[src/rtl/crc_stream_engine_if.sv]
// Stream bundle for crc_stream_engine: beat input handshake
// and held result output handshake.
interface crc_stream_engine_if #(
  parameter int CRC_W  = 32,
  parameter int DATA_W = 8
);
  logic              in_valid;
  logic              in_ready;
  logic [DATA_W-1:0] in_data;
  logic              in_last;
  logic              out_valid;
  logic              out_ready;
  logic [CRC_W-1:0]  crc_out;
  logic [15:0]       frame_beats;

  modport master (
    output in_valid, in_data, in_last, out_ready,
    input  in_ready, out_valid, crc_out, frame_beats
  );

  modport slave (
    input  in_valid, in_data, in_last, out_ready,
    output in_ready, out_valid, crc_out, frame_beats
  );
endinterface

[src/rtl/crc_stream_engine.sv]
// Frame-oriented generic CRC engine, DATA_W bits per beat.
// Optional residue check of received codewords: CRC_CHECK_EN.
module crc_stream_engine #(
  parameter int               CRC_W       = 32,
  parameter int               DATA_W      = 8,
  parameter logic [CRC_W-1:0] POLY        = CRC_W'(32'h04C11DB7),
  parameter logic [CRC_W-1:0] INIT        = '1,
  parameter logic [CRC_W-1:0] XOR_OUT     = '1,
  parameter bit               REFLECT_IN  = 1'b0,
  parameter bit               REFLECT_OUT = 1'b0
`ifdef CRC_CHECK_EN
  ,
  parameter logic [CRC_W-1:0] RESIDUE     = CRC_W'(32'hC704DD7B)
`endif
) (
  input  logic clk,
  input  logic rst,
  input  logic abort,
  crc_stream_engine_if.slave bus
`ifdef CRC_CHECK_EN
  ,
  output logic crc_match
`endif
);

  typedef enum logic {ACCUM, DONE} state_e;

  state_e           state_q, state_d;
  logic [CRC_W-1:0] crc_q, crc_d;
  logic [15:0]      cnt_q, cnt_d;
  logic [CRC_W-1:0] crc_out_q;
  logic [15:0]      beats_q;
  logic [CRC_W-1:0] crc_nxt;
  logic [CRC_W-1:0] crc_fin;
  logic [15:0]      cnt_inc;
  logic             accept;
  logic             load;

  function automatic logic [CRC_W-1:0] fold(
    input logic [CRC_W-1:0]  r,
    input logic [DATA_W-1:0] d
  );
    logic [CRC_W-1:0] c;
    logic             fb;
    c = r;
    for (int i = 0; i < DATA_W; i++) begin
      fb = c[CRC_W-1] ^ (REFLECT_IN ? d[i] : d[DATA_W-1-i]);
      c  = (c << 1) ^ (fb ? POLY : '0);
    end
    return c;
  endfunction

  function automatic logic [CRC_W-1:0] bitrev(
    input logic [CRC_W-1:0] r
  );
    logic [CRC_W-1:0] o;
    for (int i = 0; i < CRC_W; i++)
      o[i] = r[CRC_W-1-i];
    return o;
  endfunction

  assign bus.in_ready = !rst &&
    (state_q == ACCUM || bus.out_ready);
  assign bus.out_valid   = (state_q == DONE);
  assign bus.crc_out     = crc_out_q;
  assign bus.frame_beats = beats_q;

  assign accept = bus.in_valid && bus.in_ready && !abort;
  assign crc_nxt = fold(crc_q, bus.in_data);
  assign crc_fin = (REFLECT_OUT ? bitrev(crc_nxt) : crc_nxt)
                   ^ XOR_OUT;
  assign cnt_inc = (cnt_q == 16'hFFFF) ? cnt_q
                                       : cnt_q + 16'd1;

  // A last beat taken while DONE replaces the held result.
  always_comb begin
    state_d = state_q;
    crc_d   = crc_q;
    cnt_d   = cnt_q;
    load    = 1'b0;
    if (state_q == DONE && bus.out_ready)
      state_d = ACCUM;
    unique case (1'b1)
      abort: begin
        state_d = ACCUM;
        crc_d   = INIT;
        cnt_d   = '0;
      end
      accept && bus.in_last: begin
        state_d = DONE;
        crc_d   = INIT;
        cnt_d   = '0;
        load    = 1'b1;
      end
      accept && !bus.in_last: begin
        crc_d = crc_nxt;
        cnt_d = cnt_inc;
      end
      default: ;
    endcase
  end

  always_ff @(posedge clk or posedge rst) begin
    if (rst) begin
      state_q   <= ACCUM;
      crc_q     <= INIT;
      cnt_q     <= '0;
      crc_out_q <= '0;
      beats_q   <= '0;
    end else begin
      state_q <= state_d;
      crc_q   <= crc_d;
      cnt_q   <= cnt_d;
      if (load) begin
        crc_out_q <= crc_fin;
        beats_q   <= cnt_inc;
      end
    end
  end

`ifdef CRC_CHECK_EN
  logic match_q;

  assign crc_match = match_q;

  always_ff @(posedge clk or posedge rst) begin
    if (rst)
      match_q <= 1'b0;
    else if (abort)
      match_q <= 1'b0;
    else if (load)
      match_q <= (crc_nxt == RESIDUE);
  end
`endif

endmodule

[src/flat_wrapper.sv]
// flat-port wrapper written by rule: the top's interface ports become plain ports
module crc_stream_engine_flat 
#(
  parameter int               CRC_W       = 32,
  parameter int               DATA_W      = 8,
  parameter logic [CRC_W-1:0] POLY        = CRC_W'(32'h04C11DB7),
  parameter logic [CRC_W-1:0] INIT        = '1,
  parameter logic [CRC_W-1:0] XOR_OUT     = '1,
  parameter bit               REFLECT_IN  = 1'b0,
  parameter bit               REFLECT_OUT = 1'b0

)
  (clk, rst, abort, bus_in_valid, bus_in_data, bus_in_last, bus_out_ready, bus_in_ready, bus_out_valid, bus_crc_out, bus_frame_beats);
  crc_stream_engine_if #(.CRC_W(CRC_W), .DATA_W(DATA_W)) bus_i ();
  input  logic clk;
  input  logic rst;
  input  logic abort;
  input wire logic [$bits(bus_i.in_valid)-1:0] bus_in_valid;
  input wire logic [$bits(bus_i.in_data)-1:0] bus_in_data;
  input wire logic [$bits(bus_i.in_last)-1:0] bus_in_last;
  input wire logic [$bits(bus_i.out_ready)-1:0] bus_out_ready;
  output wire logic [$bits(bus_i.in_ready)-1:0] bus_in_ready;
  output wire logic [$bits(bus_i.out_valid)-1:0] bus_out_valid;
  output wire logic [$bits(bus_i.crc_out)-1:0] bus_crc_out;
  output wire logic [$bits(bus_i.frame_beats)-1:0] bus_frame_beats;
  assign bus_i.in_valid = bus_in_valid;
  assign bus_i.in_data = bus_in_data;
  assign bus_i.in_last = bus_in_last;
  assign bus_i.out_ready = bus_out_ready;
  assign bus_in_ready = bus_i.in_ready;
  assign bus_out_valid = bus_i.out_valid;
  assign bus_crc_out = bus_i.crc_out;
  assign bus_frame_beats = bus_i.frame_beats;
  crc_stream_engine #(.CRC_W(CRC_W), .DATA_W(DATA_W), .POLY(POLY), .INIT(INIT), .XOR_OUT(XOR_OUT), .REFLECT_IN(REFLECT_IN), .REFLECT_OUT(REFLECT_OUT)) u_core (.clk(clk), .rst(rst), .abort(abort), .bus(bus_i));
endmodule
[config.mk]
export PLATFORM = sky130hd
export DESIGN_NAME = crc_stream_engine_flat
export DESIGN_NICKNAME = d
export VERILOG_FILES = /design/src/rtl/crc_stream_engine_if.sv /design/src/rtl/crc_stream_engine.sv /design/src/flat_wrapper.sv
export SDC_FILE = /design/constraint.sdc
export NUM_CORES = 1
export LEC_CHECK = 0
export ABC_AREA = 1
export BUFFER_PORTS_ARGS = -buffer_cell sky130_fd_sc_hd__buf_2
export CORE_UTILIZATION = 58
export DETAILED_ROUTE_END_ITERATION = 7
export PLACE_DENSITY = 0.8
export SYNTH_ARGS = -nofsm -noshare
export SYNTH_HDL_FRONTEND = slang
export SYNTH_SLANG_ARGS = --single-unit
[constraint.sdc]
create_clock -name clk -period 4.1 [get_ports clk]
set_input_delay 0.82 -clock clk [delete_from_list [all_inputs] [get_ports clk]]
set_output_delay 0.82 -clock clk [all_outputs]
set_load 0.005 [all_outputs]
==> impl_results.md <==
- Pre-CTS WS: around 1500 ps
- Avg Cell Area, Syn: roughly 7.6 µm²
- EDFF count, synth: 0
- Worst Setup Start Kind: flip-flop
- Most common cell after layout, fill and taps aside: nand2_1
- Chip width: between 90 and 100 µm
- First-pass GRT wire length: ~21000 µm
- Crit-path max FO: 13
- Final Cycle Share: 58.56%
- Fmax achieved: 0.4165 GHz
- Die Area: between 0.009 and 0.01 mm²
- Largest net degree at the start of global routing: 60
- Worst hold stages: 2
- DR WL/cell: 14.99 µm
- Num CTS Buffers: 9
- Design Area, Final: 0.005836 mm²
- Hold Buf Count CTS: 0
- Tightest Pin Transition: 1003 ps
- Clock transition at path regs: 90 ps
- 1st-pass router iterations: 6
- Final HPWL DP: a little under 9000 µm
- Arr. time, crit path: 2680 ps
- Xor and xnor area share after synthesis: 8.997%
- Sum of negative setup slack: 0 ps
- Starting Density: 59.96%
- Placement Cell Area: 0.005635 mm²
- Cell Area, Synth: 0.005229 mm²
- Non-Filler Instances: 857
- Clock Sinks: 97
- Leakage: 3.139 nW
- Reg power frac: roughly half
- Ranking of synthesized cells by area: dfrtp_1, nand2_1, dfstp_2
- Crit path time final: 2401 ps
- Antenna-violating nets left: 0
- Comb pwr share: 23.7%
- Clock Path Buffers: 2
- Post-Syn Instances: 684
- Final WL: 12840 µm
- Worst hold path type: reg2reg
- Min-delay src: u_core.bus.crc_out[15]
- Post-Place Cells: 841
- WHS: 474.6 ps
- Via count: between 4000 and 5000
- Ys async rst share: 100.0%
- Via density: 5.443
- Final clock skew: 10.68 ps
- Vias in the first global route: 4498
- Final setup vio count: 0
- Routability cong.: ~0.9
- Simple-gate share of the synthesized area: between 20% and 30%
- Worst reg2reg startpoint: u_core.cnt_q[0]
- R2R Setup Slk: 1700 ps
- Internal: 0.001607 W
- Kind of critical path: reg2reg
- Synth warnings: 0
- CTS root buffer: clkbuf_8
- IO buf count: 63
- Share of layout cells above drive strength 1: 17.62%
- Critical path required time: 4380 ps
- PnR worst setup slack: approximately 1700 ps
- Clk_lat worst skew: 360 ps
- Synth unique cells: 33
- I/O pins: between 60 and 70
- DRT iter0 DRCs: 296
- Area Overhead vs Synth: 11.61%
- Post-cts resize count: 0
- CTS tree: yes
- Switching share of power: between 30% and 40%
- Worst slew margin: 33.07%
- Mux contribution to synthesized area: 0%
- Worst Hold Path EP: u_core.bus.crc_out[15]
- MaxCap Viol Count: 0
- Compound-Gate Fraction of Synth Area: between 6 and 7%
- Unrepaired setup endpoints after global routing: false
- Outcome: completed
- Nets: ~760
- Core Region: 0.008721 mm²
- Largest family of logic cells by synthesized area: simple AND/OR/NAND/NOR gates
- P_sw: 0.0007341 W
- Final Hold Vio Count: 0
- Initial antenna violation count: 0
- H-tree depth: 3
- Post-CTS Setup Bufs: 0
- Adder-Cell Fraction of Synth Area: 0.2393%
- GR Util All Layers: between 20% and 30%
- Top cell type's share of synthesized area: 31.11%
- Sequential element share of the synthesized area: 47.19%
- Pwr per Cell Area: 401.2 mW/mm²
- Clock share of power: 27.3%
- ANT cells: 0
- Dominant cell type by area after synthesis: dfrtp_1
- Count of pins over their slew limit: 0
- Grt ovf: 0
- Die H: 96.95 µm
- Synth Flop Type: dfrtp_1
- DRC: 0
- Most frequent cells in the layout: nand2_1, inv_1, dfrtp_1, buf_2, nand3_1
- Reg2Reg Depth: 7
- Yosys reg bits: 97
- Reg2reg end: u_core.cnt_q[8]
- Peak VDD IR: 0.2217 mV
- Post-synth net total: 699
- Rows: 34
- Crit end category: flip-flop
sequential cells by signal, indices dropped and copies added, names as in the netlist:
register                cells
u_core.bus.crc_out         32
u_core.crc_q               32
u_core.bus.frame_beats     16
u_core.cnt_q               16
u_core.bus.out_valid        1
Yosys cell counts (all sizes together) (5+ instances only):
library cell and count:
a21oi 7, a22oi 5, buf 9, clkbuf 10, dfrtp 65, dfstp 32
inv 82, nand2 271, nand3 57, nand4 8, nor2 19, nor3 9
o21ai 41, or2 5, xnor2 10, xor2 42
area by class of cell:
cell class	instances	area, µm²
Multi-Input combinational cell	485	2365
Clock buffer	14	162.7
Sequential cell	97	2467
Clock inverter	2	37.54
Inverter	83	315.3
Tap cell	108	135.1
Timing Repair Buffer	68	352.8
Fill cell	751	2885
stage by stage:
step	power (W)	util, %
detailed placement	0.001713	64.62
finish	0.002342	66.92
global placement	0.001691	64.62
global route	0.002459	66.92
floorplan	0.001503	-
CTS	0.002350	66.92
worst max-delay path, cell delays in order, from the launching register on:
cell and delay, ps:
dfrtp_1 480, ha_1 280, nand2_1 110, nor3_2 250
nand4_1 560, inv_1 390, o21ai_0 130, o21ai_0 120
worst max path at each step:
stage | start | to | cells after the start
6_report | u_core.cnt_q[0] | u_core.cnt_q[8] | 7
5_1_grt | u_core.cnt_q[0] | u_core.bus.frame_beats[6] | 7
4_1_cts | u_core.cnt_q[0] | u_core.cnt_q[8] | 7
3_5_place_dp | bus_in_data[6] | u_core.crc_q[8] | 13
3_3_place_gp | bus_in_data[6] | u_core.crc_q[5] | 13
2_1_floorplan | rst | u_core.bus.crc_out[0] | 1
layer usage:
metal | global-route usage [%] | wire length (µm)
met4 | 12.51 | 342
met3 | 4.769 | 735
met5 | 0 | 0
met1 | 38.21 | 5630
met2 | 45.56 | 6134
logic make-up after synthesis:
logic type,Yosys count
and+or+nand+nor,371
buffers and inverters,102
DFF,97
AOI/OAI and AO/OA,61
xor gates and xnor gates,52
adders and majority gates,1
power by group through the flow:
stage	clock network, W	logic [W]	registers (W)
floorplan	0	0.000336	0.00117
global placement	0	0.000531	0.00116
detailed placement	0	0.000548	0.00116
CTS	0.000648	0.000553	0.00115
global route	0.000682	0.000615	0.00116
finish	0.000639	0.000554	0.00115
No activity file was read; power rests on OpenSTA's default activity.
